==> src/rtl/ysyx_22041071_rd_arbiter_if.sv <==
// Bus bundle for the two-client read arbiter: IF/MEM request/response ports
// plus the single-beat AR/R channel toward the AXI read master.
interface ysyx_22041071_rd_arbiter_if #(
  parameter int ADDR_W = 64,
  parameter int DATA_W = 64,
  parameter int ID_W   = 4
);
  logic              if_req_valid;
  logic              if_req_ready;
  logic [ADDR_W-1:0] if_addr;
  logic [1:0]        if_size;
  logic              if_rsp_valid;
  logic [DATA_W-1:0] if_rsp_data;
  logic [1:0]        if_rsp_resp;

  logic              mem_req_valid;
  logic              mem_req_ready;
  logic [ADDR_W-1:0] mem_addr;
  logic [1:0]        mem_size;
  logic              mem_rsp_valid;
  logic [DATA_W-1:0] mem_rsp_data;
  logic [1:0]        mem_rsp_resp;

  logic              dn_ar_valid;
  logic              dn_ar_ready;
  logic [ID_W-1:0]   dn_id;
  logic [ADDR_W-1:0] dn_addr;
  logic [7:0]        dn_len;
  logic [1:0]        dn_size;
  logic              dn_r_valid;
  logic [DATA_W-1:0] dn_r_data;
  logic [1:0]        dn_r_resp;

  // Arbiter side
  modport slave (
    input  if_req_valid, if_addr, if_size,
    output if_req_ready, if_rsp_valid, if_rsp_data, if_rsp_resp,
    input  mem_req_valid, mem_addr, mem_size,
    output mem_req_ready, mem_rsp_valid, mem_rsp_data, mem_rsp_resp,
    output dn_ar_valid, dn_id, dn_addr, dn_len, dn_size,
    input  dn_ar_ready, dn_r_valid, dn_r_data, dn_r_resp
  );

  // Client / read-master side
  modport master (
    output if_req_valid, if_addr, if_size,
    input  if_req_ready, if_rsp_valid, if_rsp_data, if_rsp_resp,
    output mem_req_valid, mem_addr, mem_size,
    input  mem_req_ready, mem_rsp_valid, mem_rsp_data, mem_rsp_resp,
    input  dn_ar_valid, dn_id, dn_addr, dn_len, dn_size,
    output dn_ar_ready, dn_r_valid, dn_r_data, dn_r_resp
  );
endinterface

==> src/rtl/ysyx_22041071_rd_arbiter.sv <==
// Two-client (IF/MEM) single-beat read arbiter in front of the AXI read master.
// Define YSYX_22041071_ARB_RR_EN for round-robin; default is fixed MEM-over-IF priority.
module ysyx_22041071_rd_arbiter #(
  parameter int ADDR_W = 64,
  parameter int DATA_W = 64,
  parameter int ID_W   = 4,
  parameter int IF_ID  = 0,
  parameter int MEM_ID = 1
) (
  input  logic                      clk,
  input  logic                      reset_n,
  ysyx_22041071_rd_arbiter_if.slave bus
);

  localparam logic [1:0] S_IDLE = 2'd0;
  localparam logic [1:0] S_REQ  = 2'd1;
  localparam logic [1:0] S_WAIT = 2'd2;
  localparam logic [1:0] S_RESP = 2'd3;

  localparam logic OWN_IF  = 1'b0;
  localparam logic OWN_MEM = 1'b1;

  logic [1:0]        state_q, state_d;
  logic              owner_q, owner_d;
  logic              last_owner_q, last_owner_d;
  logic [ADDR_W-1:0] addr_q, addr_d;
  logic [1:0]        size_q, size_d;
  logic [DATA_W-1:0] if_data_q, if_data_d;
  logic [DATA_W-1:0] mem_data_q, mem_data_d;
  logic [1:0]        if_resp_q, if_resp_d;
  logic [1:0]        mem_resp_q, mem_resp_d;
  logic              gnt_if, gnt_mem;
  logic [DATA_W-1:0] rdata_fmt;

  // Right-align the addressed bytes and zero everything above the access size.
  function automatic logic [DATA_W-1:0] align_rdata(input logic [DATA_W-1:0] data,
                                                    input logic [2:0]        off,
                                                    input logic [1:0]        size);
    logic [DATA_W-1:0] shifted;
    logic [DATA_W-1:0] mask;
    shifted = data >> {off, 3'b000};
    case (size)
      2'b00:   mask = DATA_W'(8'hFF);
      2'b01:   mask = DATA_W'(16'hFFFF);
      2'b10:   mask = DATA_W'(32'hFFFF_FFFF);
      default: mask = '1;
    endcase
    return shifted & mask;
  endfunction

  assign rdata_fmt = align_rdata(bus.dn_r_data, addr_q[2:0], size_q);

`ifdef YSYX_22041071_ARB_RR_EN
  always_comb begin
    gnt_if  = 1'b0;
    gnt_mem = 1'b0;
    if (reset_n && state_q == S_IDLE) begin
      if (bus.if_req_valid && bus.mem_req_valid) begin
        gnt_if  = (last_owner_q == OWN_MEM);
        gnt_mem = (last_owner_q == OWN_IF);
      end else begin
        gnt_if  = bus.if_req_valid;
        gnt_mem = bus.mem_req_valid;
      end
    end
  end
`else
  logic last_owner_unused;
  assign last_owner_unused = last_owner_q;

  always_comb begin
    gnt_if  = 1'b0;
    gnt_mem = 1'b0;
    if (reset_n && state_q == S_IDLE) begin
      gnt_mem = bus.mem_req_valid;
      gnt_if  = bus.if_req_valid && !bus.mem_req_valid;
    end
  end
`endif

  always_comb begin
    state_d      = state_q;
    owner_d      = owner_q;
    last_owner_d = last_owner_q;
    addr_d       = addr_q;
    size_d       = size_q;
    if_data_d    = if_data_q;
    mem_data_d   = mem_data_q;
    if_resp_d    = if_resp_q;
    mem_resp_d   = mem_resp_q;
    case (state_q)
      S_IDLE: begin
        if (gnt_if || gnt_mem) begin
          owner_d = gnt_mem ? OWN_MEM : OWN_IF;
          addr_d  = gnt_mem ? bus.mem_addr : bus.if_addr;
          size_d  = gnt_mem ? bus.mem_size : bus.if_size;
          state_d = S_REQ;
        end
      end
      S_REQ: begin
        if (bus.dn_ar_ready) state_d = S_WAIT;
      end
      S_WAIT: begin
        // Capture straight into the owner's output register so the other client's data holds.
        if (bus.dn_r_valid) begin
          state_d = S_RESP;
          if (owner_q == OWN_MEM) begin
            mem_data_d = rdata_fmt;
            mem_resp_d = bus.dn_r_resp;
          end else begin
            if_data_d = rdata_fmt;
            if_resp_d = bus.dn_r_resp;
          end
        end
      end
      S_RESP: begin
        state_d      = S_IDLE;
        last_owner_d = owner_q;
      end
      default: state_d = S_IDLE;
    endcase
  end

  always_ff @(posedge clk or negedge reset_n) begin
    if (!reset_n) begin
      state_q      <= S_IDLE;
      owner_q      <= OWN_IF;
      last_owner_q <= OWN_MEM;
      addr_q       <= '0;
      size_q       <= '0;
      if_data_q    <= '0;
      mem_data_q   <= '0;
      if_resp_q    <= '0;
      mem_resp_q   <= '0;
    end else begin
      state_q      <= state_d;
      owner_q      <= owner_d;
      last_owner_q <= last_owner_d;
      addr_q       <= addr_d;
      size_q       <= size_d;
      if_data_q    <= if_data_d;
      mem_data_q   <= mem_data_d;
      if_resp_q    <= if_resp_d;
      mem_resp_q   <= mem_resp_d;
    end
  end

  assign bus.if_req_ready  = gnt_if;
  assign bus.mem_req_ready = gnt_mem;
  assign bus.if_rsp_valid  = (state_q == S_RESP) && (owner_q == OWN_IF);
  assign bus.mem_rsp_valid = (state_q == S_RESP) && (owner_q == OWN_MEM);
  assign bus.if_rsp_data   = if_data_q;
  assign bus.mem_rsp_data  = mem_data_q;
  assign bus.if_rsp_resp   = if_resp_q;
  assign bus.mem_rsp_resp  = mem_resp_q;

  assign bus.dn_ar_valid = (state_q == S_REQ);
  assign bus.dn_id       = (owner_q == OWN_MEM) ? ID_W'(MEM_ID) : ID_W'(IF_ID);
  assign bus.dn_addr     = addr_q;
  assign bus.dn_len      = '0;
  assign bus.dn_size     = size_q;

endmodule

==> src/flat_wrapper.sv <==
// flat-port wrapper written by rule: the top's interface ports become plain ports
module ysyx_22041071_rd_arbiter_flat 
#(
  parameter int ADDR_W = 64,
  parameter int DATA_W = 64,
  parameter int ID_W   = 4,
  parameter int IF_ID  = 0,
  parameter int MEM_ID = 1
)
  (clk, reset_n, bus_if_req_valid, bus_if_addr, bus_if_size, bus_if_req_ready, bus_if_rsp_valid, bus_if_rsp_data, bus_if_rsp_resp, bus_mem_req_valid, bus_mem_addr, bus_mem_size, bus_mem_req_ready, bus_mem_rsp_valid, bus_mem_rsp_data, bus_mem_rsp_resp, bus_dn_ar_valid, bus_dn_id, bus_dn_addr, bus_dn_len, bus_dn_size, bus_dn_ar_ready, bus_dn_r_valid, bus_dn_r_data, bus_dn_r_resp);
  ysyx_22041071_rd_arbiter_if #(.ADDR_W(ADDR_W), .DATA_W(DATA_W), .ID_W(ID_W)) bus_i ();
  input  logic clk;
  input  logic reset_n;
  input wire logic [$bits(bus_i.if_req_valid)-1:0] bus_if_req_valid;
  input wire logic [$bits(bus_i.if_addr)-1:0] bus_if_addr;
  input wire logic [$bits(bus_i.if_size)-1:0] bus_if_size;
  output wire logic [$bits(bus_i.if_req_ready)-1:0] bus_if_req_ready;
  output wire logic [$bits(bus_i.if_rsp_valid)-1:0] bus_if_rsp_valid;
  output wire logic [$bits(bus_i.if_rsp_data)-1:0] bus_if_rsp_data;
  output wire logic [$bits(bus_i.if_rsp_resp)-1:0] bus_if_rsp_resp;
  input wire logic [$bits(bus_i.mem_req_valid)-1:0] bus_mem_req_valid;
  input wire logic [$bits(bus_i.mem_addr)-1:0] bus_mem_addr;
  input wire logic [$bits(bus_i.mem_size)-1:0] bus_mem_size;
  output wire logic [$bits(bus_i.mem_req_ready)-1:0] bus_mem_req_ready;
  output wire logic [$bits(bus_i.mem_rsp_valid)-1:0] bus_mem_rsp_valid;
  output wire logic [$bits(bus_i.mem_rsp_data)-1:0] bus_mem_rsp_data;
  output wire logic [$bits(bus_i.mem_rsp_resp)-1:0] bus_mem_rsp_resp;
  output wire logic [$bits(bus_i.dn_ar_valid)-1:0] bus_dn_ar_valid;
  output wire logic [$bits(bus_i.dn_id)-1:0] bus_dn_id;
  output wire logic [$bits(bus_i.dn_addr)-1:0] bus_dn_addr;
  output wire logic [$bits(bus_i.dn_len)-1:0] bus_dn_len;
  output wire logic [$bits(bus_i.dn_size)-1:0] bus_dn_size;
  input wire logic [$bits(bus_i.dn_ar_ready)-1:0] bus_dn_ar_ready;
  input wire logic [$bits(bus_i.dn_r_valid)-1:0] bus_dn_r_valid;
  input wire logic [$bits(bus_i.dn_r_data)-1:0] bus_dn_r_data;
  input wire logic [$bits(bus_i.dn_r_resp)-1:0] bus_dn_r_resp;
  assign bus_i.if_req_valid = bus_if_req_valid;
  assign bus_i.if_addr = bus_if_addr;
  assign bus_i.if_size = bus_if_size;
  assign bus_if_req_ready = bus_i.if_req_ready;
  assign bus_if_rsp_valid = bus_i.if_rsp_valid;
  assign bus_if_rsp_data = bus_i.if_rsp_data;
  assign bus_if_rsp_resp = bus_i.if_rsp_resp;
  assign bus_i.mem_req_valid = bus_mem_req_valid;
  assign bus_i.mem_addr = bus_mem_addr;
  assign bus_i.mem_size = bus_mem_size;
  assign bus_mem_req_ready = bus_i.mem_req_ready;
  assign bus_mem_rsp_valid = bus_i.mem_rsp_valid;
  assign bus_mem_rsp_data = bus_i.mem_rsp_data;
  assign bus_mem_rsp_resp = bus_i.mem_rsp_resp;
  assign bus_dn_ar_valid = bus_i.dn_ar_valid;
  assign bus_dn_id = bus_i.dn_id;
  assign bus_dn_addr = bus_i.dn_addr;
  assign bus_dn_len = bus_i.dn_len;
  assign bus_dn_size = bus_i.dn_size;
  assign bus_i.dn_ar_ready = bus_dn_ar_ready;
  assign bus_i.dn_r_valid = bus_dn_r_valid;
  assign bus_i.dn_r_data = bus_dn_r_data;
  assign bus_i.dn_r_resp = bus_dn_r_resp;
  ysyx_22041071_rd_arbiter #(.ADDR_W(ADDR_W), .DATA_W(DATA_W), .ID_W(ID_W), .IF_ID(IF_ID), .MEM_ID(MEM_ID)) u_core (.clk(clk), .reset_n(reset_n), .bus(bus_i));
endmodule
==> config.mk <==
export PLATFORM = sky130hd
export DESIGN_NAME = ysyx_22041071_rd_arbiter_flat
export DESIGN_NICKNAME = d
export VERILOG_FILES = /design/src/rtl/ysyx_22041071_rd_arbiter_if.sv /design/src/rtl/ysyx_22041071_rd_arbiter.sv /design/src/flat_wrapper.sv
export SDC_FILE = /design/constraint.sdc
export NUM_CORES = 1
export LEC_CHECK = 0
export CORE_AREA = 2 2 165 167
export CTS_CLUSTER_DIAMETER = 80
export DETAILED_ROUTE_END_ITERATION = 12
export DIE_AREA = 0 0 167 169
export DONT_BUFFER_PORTS = 1
export PLACE_DENSITY = 0.57
export SYNTH_ARGS = -nofsm -noshare
export SYNTH_HDL_FRONTEND = slang
export SYNTH_SLANG_ARGS = --single-unit
==> constraint.sdc <==
create_clock -name clk -period 2.5 [get_ports clk]
set_input_delay 0.75 -clock clk [delete_from_list [all_inputs] [get_ports clk]]
set_output_delay 0.75 -clock clk [all_outputs]
set_load 0.02 [all_outputs]
==> impl_metrics.ini <==
[run_status]
status = finished, violations left
failed_checks = negative hold slack

[critical_path]
path_max_fanout = 5
path_cells = inv_1 > ha_4 > nand3_1 > nor2_4
critPathArrivalTime_ns = 1.62
slowest_stage = dfrtp_1
crit_required_ns = 1.75
worstSetupPathType = reg -> out
end_kind = primary output
slowest_delay_ns = 0.42
startpoint_type = flip-flop

[sta]
period_minus_slack_ns = 2.37
setup-violations-final = 0
setup_tns_ns = 0
finClkSkew_ns = 0.0123
finalCritPeriodShare_pct = 94.8
timing.final.hold_violations = 201
holdWs_ns = -0.0589
relSlewSlack_pct = 54.9
grt_setup_unrepaired = false
finalMaxSlewViolations = 0
fin_ws_ns = 0.131
fmax_mhz = 422
worstMarginPinSlew_ns = 0.672

[global_routing]
grt_pass1_vias = 7425
overflow = 0
grt_usage_pct = 23.5
grt_max_degree = 205
grt_pass1_wl_mm = 49.9
antenna_found_initial = 0

[route]
drt-vias-per-instance = 5.48
first_pass_iters = 5
drc = 0
drtAntennaViolNets = 0
vias = 7207
drt_iter0_drc = 559
avgRoutedWirePerCell_um = 26.0
routed_wl_mm = 34.2

[min_path]
hp-class = in -> async

[pwr]
switching_power_w = 0.00683
ir_worst_vdd_mv = 0.575
pwr-share-seq_pct = 46.8
pwr-share-comb_pct = 29.5
p_int_w = 0.00844
pwr_density_cell_nw_per_um2 = 1420
leakagePower_nw = 5.01
clockPowerShare_pct = 23.8
switching_share_pct = 44.7

[finish]
diodes = 0
layout.nets = 1165
stdcell_area_um2 = 10800
drive_above_1_share_pct = 10.2
synthToLayoutAreaGrowth_pct = 11.5

[placement]
numPortBuffers = 0
dpl.hpwl_mm = 26.5
dpl_worst_slack_ns = 0.355
gp_congestion = 0.841
placed_cell_area_um2 = 9930

[run]
max_cap_viol_count = 0

[yosys]
synthDistinctLibCells = 42
synth_cells = 982
synth_seq_cells = 201
syn-cell-area_um2 = 9650
ys_warn_count = 0
synth.yosys.seq_area_share_pct = 52.1
synth_edf_count = 0
async_flop_share_pct = 100
synthFlopType = dfrtp_1
avgSynthCellArea_um2 = 9.82

[die]
core_um2 = 26500
initial_core_util_pct = 36.4
die_h_um = 169
io_pins = 419
die-area_um2 = 28200
num_rows = 60
fp.dieW_um = 167

[clocking]
clk_pin_slew_worst_paths_ns = 0.07
cts_buffers = 22
post_cts_buffers = 0
cts-root-buf = clkbuf_16
clkSinkCount = 201
h-tree-depth = 1
cts_tree = built
insertion_delay_ns = 0.51
cts_max_path_buffers = 3
==> Yosys cell counts, types with 7 or more instances <==
master	count	area, um2
a21oi_1	9	45.0
a22oi_1	9	67.6
a22oi_2	7	87.6
buf_2	25	125
buf_4	17	128
buf_6	10	113
clkbuf_1	29	109
dfrtp_1	201	5030
mux2_2	15	169
mux2i_1	116	1160
nand2_1	246	923
nand3b_1	8	60.1
o211ai_1	8	60.1
o21ai_0	23	115
o21ai_1	192	961
o221ai_1	7	61.3
o22ai_1	12	75.1
==> placed cells by master (no fill, tap or decap), drive strengths merged, types with 2 or more instances in the layout <==
| master | n |
|---|---|
| mux2i | 116 |
| clkbuf | 35 |
| o211ai | 9 |
| or2 | 2 |
| a21oi | 12 |
| nand3 | 4 |
| nand2b | 2 |
| mux2 | 15 |
| ha | 4 |
| nor2 | 7 |
| buf | 24 |
| bufinv | 4 |
| o2111ai | 2 |
| o221ai | 7 |
| inv | 5 |
| nor2b | 4 |
| a22oi | 16 |
| nand2 | 247 |
| o21ai | 215 |
| o22ai | 12 |
| dfrtp | 201 |
| conb | 11 |
| nand3b | 8 |
==> critical path, delay by kind of cell (launching register included) <==
family / cells / cell delay (ns)
buf+inv: 1 / 0.14
simple gates: 2 / 0.34
fa+ha+maj: 1 / 0.21
flops: 1 / 0.42
==> repair_timing <==
action                     in CTS  in global routing
gates resized for setup         2                  2
hold endpoints to repair      201                201
setup endpoints to repair       1                  1
==> metrics by stage <==
stage	instances	hold WS (ns)	util [%]	power, W
floorplan	992	0.454	-	0.0102
global route	1314	-0.0860	40.6	0.0162
CTS	1314	-0.0844	40.5	0.0154
global placement	1274	0.459	37.5	0.0116
detailed placement	1274	0.459	37.5	0.0117
finish	1314	-0.0589	40.6	0.0153
==> cell families (layout without fill, tap and decap cells) <==
| logic type | count (synthesis) | after routing | synth area share (%) |
|---|---|---|---|
| other | 1 | 11 | 0.0389 |
| DFF | 201 | 201 | 52.1 |
| AOI/OAI and AO/OA | 278 | 278 | 16.4 |
| and+or+nand+nor | 279 | 279 | 11.8 |
| adders and majority gates | 4 | 4 | 0.519 |
| muxes | 131 | 131 | 13.8 |
| buffers and inverters | 88 | 69 | 5.30 |
==> metal layers <==
layer | up-vias | wire length (um) | share of wire [%] | GRT usage [%]
met1 | 3507 | 12400 | 36 | 26.0
met2 | 326 | 17100 | 50 | 41.5
li1 | 3339 | - | - | -
met3 | 35 | 4060 | 12 | 11.1
met4 | 0 | 563 | 1.6 | 4.69
met5 | - | 0 | 0 | 0
==> worst paths after layout <==
kind / start / endpoint / slack [ns] / cells past startpoint
setup / recovery: u_core.state_q[0] / bus_if_req_ready / 0.13 / 4
hold / removal: reset_n / u_core.bus.if_rsp_data[42] / -0.06 / 0
setup reg to reg: u_core.state_q[0] / u_core.bus.if_rsp_data[21] / 0.47 / 6
hold reg to reg: u_core.state_q[0] / u_core.state_q[0] / 0.61 / 1
max in group asynchronous: reset_n / u_core.bus.dn_addr[25] / 2.29 / 0
min in group clk: bus_dn_r_resp[1] / u_core.bus.if_rsp_resp[1] / 0.35 / 2
==> area by class of cell <==
cell class / instances / area [um2]
Clock inverter: 5 / 125
Fill cell: 2621 / 15700
Inverter: 5 / 18.8
Timing Repair Buffer: 24 / 268
Multi-Input combinational cell: 703 / 4200
Sequential cell: 201 / 5030
Clock buffer: 35 / 681
Tap cell: 341 / 427
==> power by group through the flow <==
stage	clock (W)	combinational, W	sequential (W)
after floorplan	0	0.00354	0.00665
after global placement	0	0.00439	0.00722
after detailed placement	0	0.00451	0.00720
after CTS	0.00372	0.00450	0.00718
after global routing	0.00384	0.00503	0.00730
final	0.00363	0.00450	0.00714
==> sequential cells by signal, summed over array words and instances (netlist names) <==
name and count:
u_core.bus.dn_addr 64, u_core.bus.dn_size 2, u_core.bus.if_rsp_data 64, u_core.bus.if_rsp_resp 2
u_core.bus.mem_rsp_data 64, u_core.bus.mem_rsp_resp 2, u_core.owner_q 1, u_core.state_q 2
No activity file was read; power rests on OpenSTA's default activity.
